$ cat src/rtl/frequency_timer.sv
// frequency_timer
//
// Programmable period divider for the audio channels. Produces a one-cycle
// tick on timer_clock once every P system clocks, where P is the effective
// period (a programmed value of 0 selects the longest interval, 8192).
// The tick is used directly as a clock by channel step logic, so it is
// driven straight from a flop and never decoded from the counter.
//
// Ports:
//   system_clock  in   1   sole clock, all state changes on its rising edge
//   reset         in   1   asynchronous, active-high reset
//   period        in  13   tick interval in system clocks (0 means 8192)
//   timer_clock   out  1   registered tick, high one cycle per interval

module frequency_timer (
  input  logic        system_clock,
  input  logic        reset,
  input  logic [12:0] period,
  output logic        timer_clock
);

  // 14 bits so the 8192-cycle interval selected by period 0 fits
  logic [13:0] r_count;
  logic [13:0] w_effPeriod;

  // Expand the programmed period into the actual reload value
  assign w_effPeriod = (period == 13'd0) ? 14'd8192 : {1'b0, period};

  // Down-counter with tick generation. A count of 0 only exists right after
  // reset and means "not yet loaded": it loads without ticking. Reaching 1
  // reloads and ticks on the same edge, so no cycles are lost between
  // intervals. The period is only sampled on these load/reload edges, which
  // keeps a mid-count change from disturbing the interval in progress.
  always_ff @(posedge system_clock or posedge reset) begin
    if (reset) begin
      r_count     <= 14'd0;
      timer_clock <= 1'b0;
    end else if (r_count == 14'd1) begin
      r_count     <= w_effPeriod;
      timer_clock <= 1'b1;
    end else if (r_count == 14'd0) begin
      r_count     <= w_effPeriod;
      timer_clock <= 1'b0;
    end else begin
      r_count     <= r_count - 14'd1;
      timer_clock <= 1'b0;
    end
  end

endmodule

$ cat config.mk
export PLATFORM = sky130hd
export DESIGN_NAME = frequency_timer
export DESIGN_NICKNAME = d
export VERILOG_FILES = /design/src/rtl/frequency_timer.sv
export SDC_FILE = /design/constraint.sdc
export NUM_CORES = 1
export LEC_CHECK = 0
export BUFFER_PORTS_ARGS = -buffer_cell sky130_fd_sc_hd__buf_2
export CAP_MARGIN = 15
export CELL_PAD_IN_SITES_DETAIL_PLACEMENT = 1
export CELL_PAD_IN_SITES_GLOBAL_PLACEMENT = 1
export CORE_MARGIN = 4
export CORE_UTILIZATION = 35
export DETAILED_ROUTE_END_ITERATION = 10
export PLACE_DENSITY = 0.72
export SYNTH_ARGS = -nofsm -noshare
export SYNTH_HDL_FRONTEND = slang
export SYNTH_SLANG_ARGS = --single-unit
$ cat constraint.sdc
create_clock -name system_clock -period 1.6 [get_ports system_clock]
set_input_delay 0.16 -clock system_clock [delete_from_list [all_inputs] [get_ports system_clock]]
set_output_delay 0.16 -clock system_clock [all_outputs]
set_load 0.03 [all_outputs]
==> metrics.md <==
| Metric | Value |
|---|---|
| Status | finished, violations left |
| Failing checks | negative setup slack |
| Total number of vias | 784 |
| Max-cap viol count | 0 |
| Clock Pin Slew Worst Setup and Hold Paths | 0.10 ns |
| Worst Hold Path EP | r_count[2]$_DFF_PP0_ |
| Yosys synthesis warning count | 0 |
| NumNets Final | 143 |
| Reg-to-reg endpoint | r_count[7]$_DFF_PP0_ |
| Final cycle utilization of the critical path | 101% |
| Final hold slack | 0.133 ns |
| Worst Setup Path Type | flop to flop |
| EDFF count, synth | 0 |
| Setup WS post-layout | -0.0164 ns |
| Leak | 0.513 nW |
| Synthesis-stage register bit count | 15 |
| DRT Pass-1 Iters | 3 |
| Hold Fails Final Rpt | 0 |
| Multi-input gate area | 546 sq um |
| Synth-to-Final Area Change | 43.0% |
| Synth Net Count | 104 |
| Synth area leaders | dfrtp_1, xor2_1, nor2_1, a21oi_1, a21oi_2 |
| Reg2Reg Setup Slack | -0.02 ns |
| Register area share after synthesis | 43.0% |
| PwrDens | 1310 nW/um^2 |
| RD Place Congestion | 0.779 |
| Number of global-route vias before repair | 855 |
| FF+latch area | 378 sq um |
| Worst Hold Class | input pin to flop |
| Hold wc startpoint | period[2] |
| Placed insts | 140 |
| Chip height | 57.9 microns |
| Chip Width | 57.9 microns |
| Relative max-transition margin | 59.8% |
| Worst path required time | 1.77 ns |
| F_max | 0.619 GHz |
| CTS root buffer | clkbuf_4 |
| CTS max path bufs | 2 |
| Inserted Diodes | 0 |
| Largest net degree at the start of global routing | 16 |
| Setup TNS | -0.0686 ns |
| Clock Sinks | 15 |
| Clock Latency Late Sink | 0.29 ns |
| Area of the core | 2300 sq um |
| ANT nets after route | 0 |
| Register-to-Register Path Depth | 5 |
| Hold Path Depth | 3 |
| Remaining global-route overflow | 0 |
| Synth Instances | 87 |
| Slew @ Worst Pin | 0.603 ns |
| Finished Layout Cells | 153 |
| Total Wirelength | 2440 microns |
| Via density | 5.12 |
| First-pass GRT wire length | 3950 microns |
| Syn_area_per_cell | 10.0 sq um |
| Element type at the critical path end | flop |
| CP max FO | 8 |
| Initial Utilization | 38.0% |
| Most used DFF post-synth | dfrtp_1 |
| Top cell type's share of synthesized area | 43.0% |
| Fraction of layout cells with a size suffix above 1 | 52.0% |
| Ports | 16 |
| Slew Limit Fails | 0 |
| Tot GR Track Use | 15.5% |
| # DRC | 0 |
| CTS HTree Levels | 1 |
| Startpoint Class | flop |
| Post-synth top area cell | dfrtp_1 |
| # setup viols final | 6 |
| RSZ-0062 raised after global routing | true |
| Post-synth cell types | 25 |
| CTS tree | done |
| Syn Std Cell Area | 872 sq um |
| CP arrival | 1.79 ns |
| 1st-iter DRT viols | 3 |
| Ys async rst share | 100% |
| Filler cell count | 273 |
| Clk_skew | 0.00547 ns |
| Die area | 3350 sq um |
| Minimum clock period | 1.62 ns |
| Worst vdd ir | 0.558 mV |
| Cts bufs inserted | 3 |
| Initial antenna violation count | 0 |
| Dpl ws | -0.0287 ns |
| Hpwl dp | 1710 microns |
| Avg WL per Cell | 15.9 microns |
| Row cnt | 17 |
| PortBufs | 15 |
| RR Startpoint | r_count[0]$_DFF_PP0_ |
==> flip-flops by register name, indices dropped and copies added, names as in the netlist <==
signal       cells
r_count         14
timer_clock      1
==> power by group <==
| part | switching [mW] | internal (mW) | leakage, nW | total, mW |
|---|---|---|---|---|
| combinational | 0.304 | 0.380 | 0.321 | 0.684 |
| clock | 0.128 | 0.0969 | 0.0150 | 0.225 |
| sequential | 0.193 | 0.531 | 0.178 | 0.723 |
==> cell usage in the layout (no fill, tap or decap), types with 3 or more instances in the layout <==
master    instances
dfrtp_1          13
nor2_1            6
inv_1             3
nand2_1           3
a21oi_1           9
xnor2_1           3
nor3_1            3
clkbuf_4          3
nor2_2            5
buf_2            16
nor2_4            6
buf_4            14
a21oi_2           5
xor2_1            7
buf_6             5
==> synthesized netlist by cell type (2+ instances only) <==
master,count
buf_6,2
nor2_1,17
ha_1,2
nor4_2,2
nor4_1,2
inv_1,3
xnor2_1,3
nand3_1,2
nand2_1,3
a21oi_2,4
xor2_1,8
a21oi_1,10
dfrtp_1,15
nor3_1,3
==> critical path, cell delays in order, from the launching register on <==
cell	delay [ns]
dfrtp_1	0.43
buf_4	0.15
ha_1	0.23
o2111ai_4	0.35
buf_2	0.26
a21oi_1	0.08
==> through the flow <==
stage               instance area [sq um]  power [mW]  util, %
floorplan                             877        1.07        -
global placement                     1050        1.28     45.9
detailed placement                   1050        1.31     45.9
CTS                                  1120        1.59     48.6
global route                         1250        1.75     54.3
finish                               1250        1.63     54.3
==> area by class of cell <==
type                            instances  area share [%]
Multi-Input combinational cell         67            43.7
Sequential cell                        15            30.3
Timing Repair Buffer                   36            20.2
Tap cell                               28            2.81
Clock buffer                            4            2.11
Inverter                                3           0.903
==> worst max path at each step <==
| stage | depth (start not counted) | startpoint | end | slack (ns) |
|---|---|---|---|---|
| final | 5 | r_count[0]$_DFF_PP0_ | r_count[7]$_DFF_PP0_ | -0.02 |
| after global routing | 6 | r_count[2]$_DFF_PP0_ | r_count[10]$_DFF_PP0_ | -0.13 |
| after CTS | 5 | r_count[7]$_DFF_PP0_ | r_count[6]$_DFF_PP0_ | 0.007 |
| after detailed placement | 6 | r_count[0]$_DFF_PP0_ | r_count[10]$_DFF_PP0_ | -0.03 |
| after global placement | 6 | r_count[2]$_DFF_PP0_ | r_count[11]$_DFF_PP0_ | 0.02 |
| after floorplan | 5 | r_count[2]$_DFF_PP0_ | r_count[7]$_DFF_PP0_ | 0.04 |
==> routing by layer <==
| layer | global-route usage [%] | vias up | wire length [microns] | part of all wire [%] |
|---|---|---|---|---|
| met5 | 0 | - | 0 | 0 |
| met4 | 5.96 | 0 | 34 | 1.4 |
| met3 | 2.90 | 4 | 59 | 2.4 |
| met2 | 26.6 | 12 | 1290 | 53 |
| met1 | 19.1 | 388 | 1050 | 43 |
| li1 | - | 380 | - | - |
==> kinds of logic after synthesis <==
kind of cell | synth area share (%)
flip-flops | 43.0
AND/OR/NAND/NOR | 24.7
adder cells (fa/ha/maj) | 2.87
AO/OA/AOI/OAI | 14.5
buffers and inverters | 3.87
XOR/XNOR | 11.0
==> what timing repair did <==
action / CTS / global route
hold buffers: 1 / 0
resized for setup: 3 / 25
pin swaps: 2 / 3
gates cloned: 0 / 1
setup endpoints to repair: 10 / 13
setup buffers: 2 / 5
endpoints found under the hold margin: 15 / 0
Note: power is estimated with default switching activity, not from simulation.
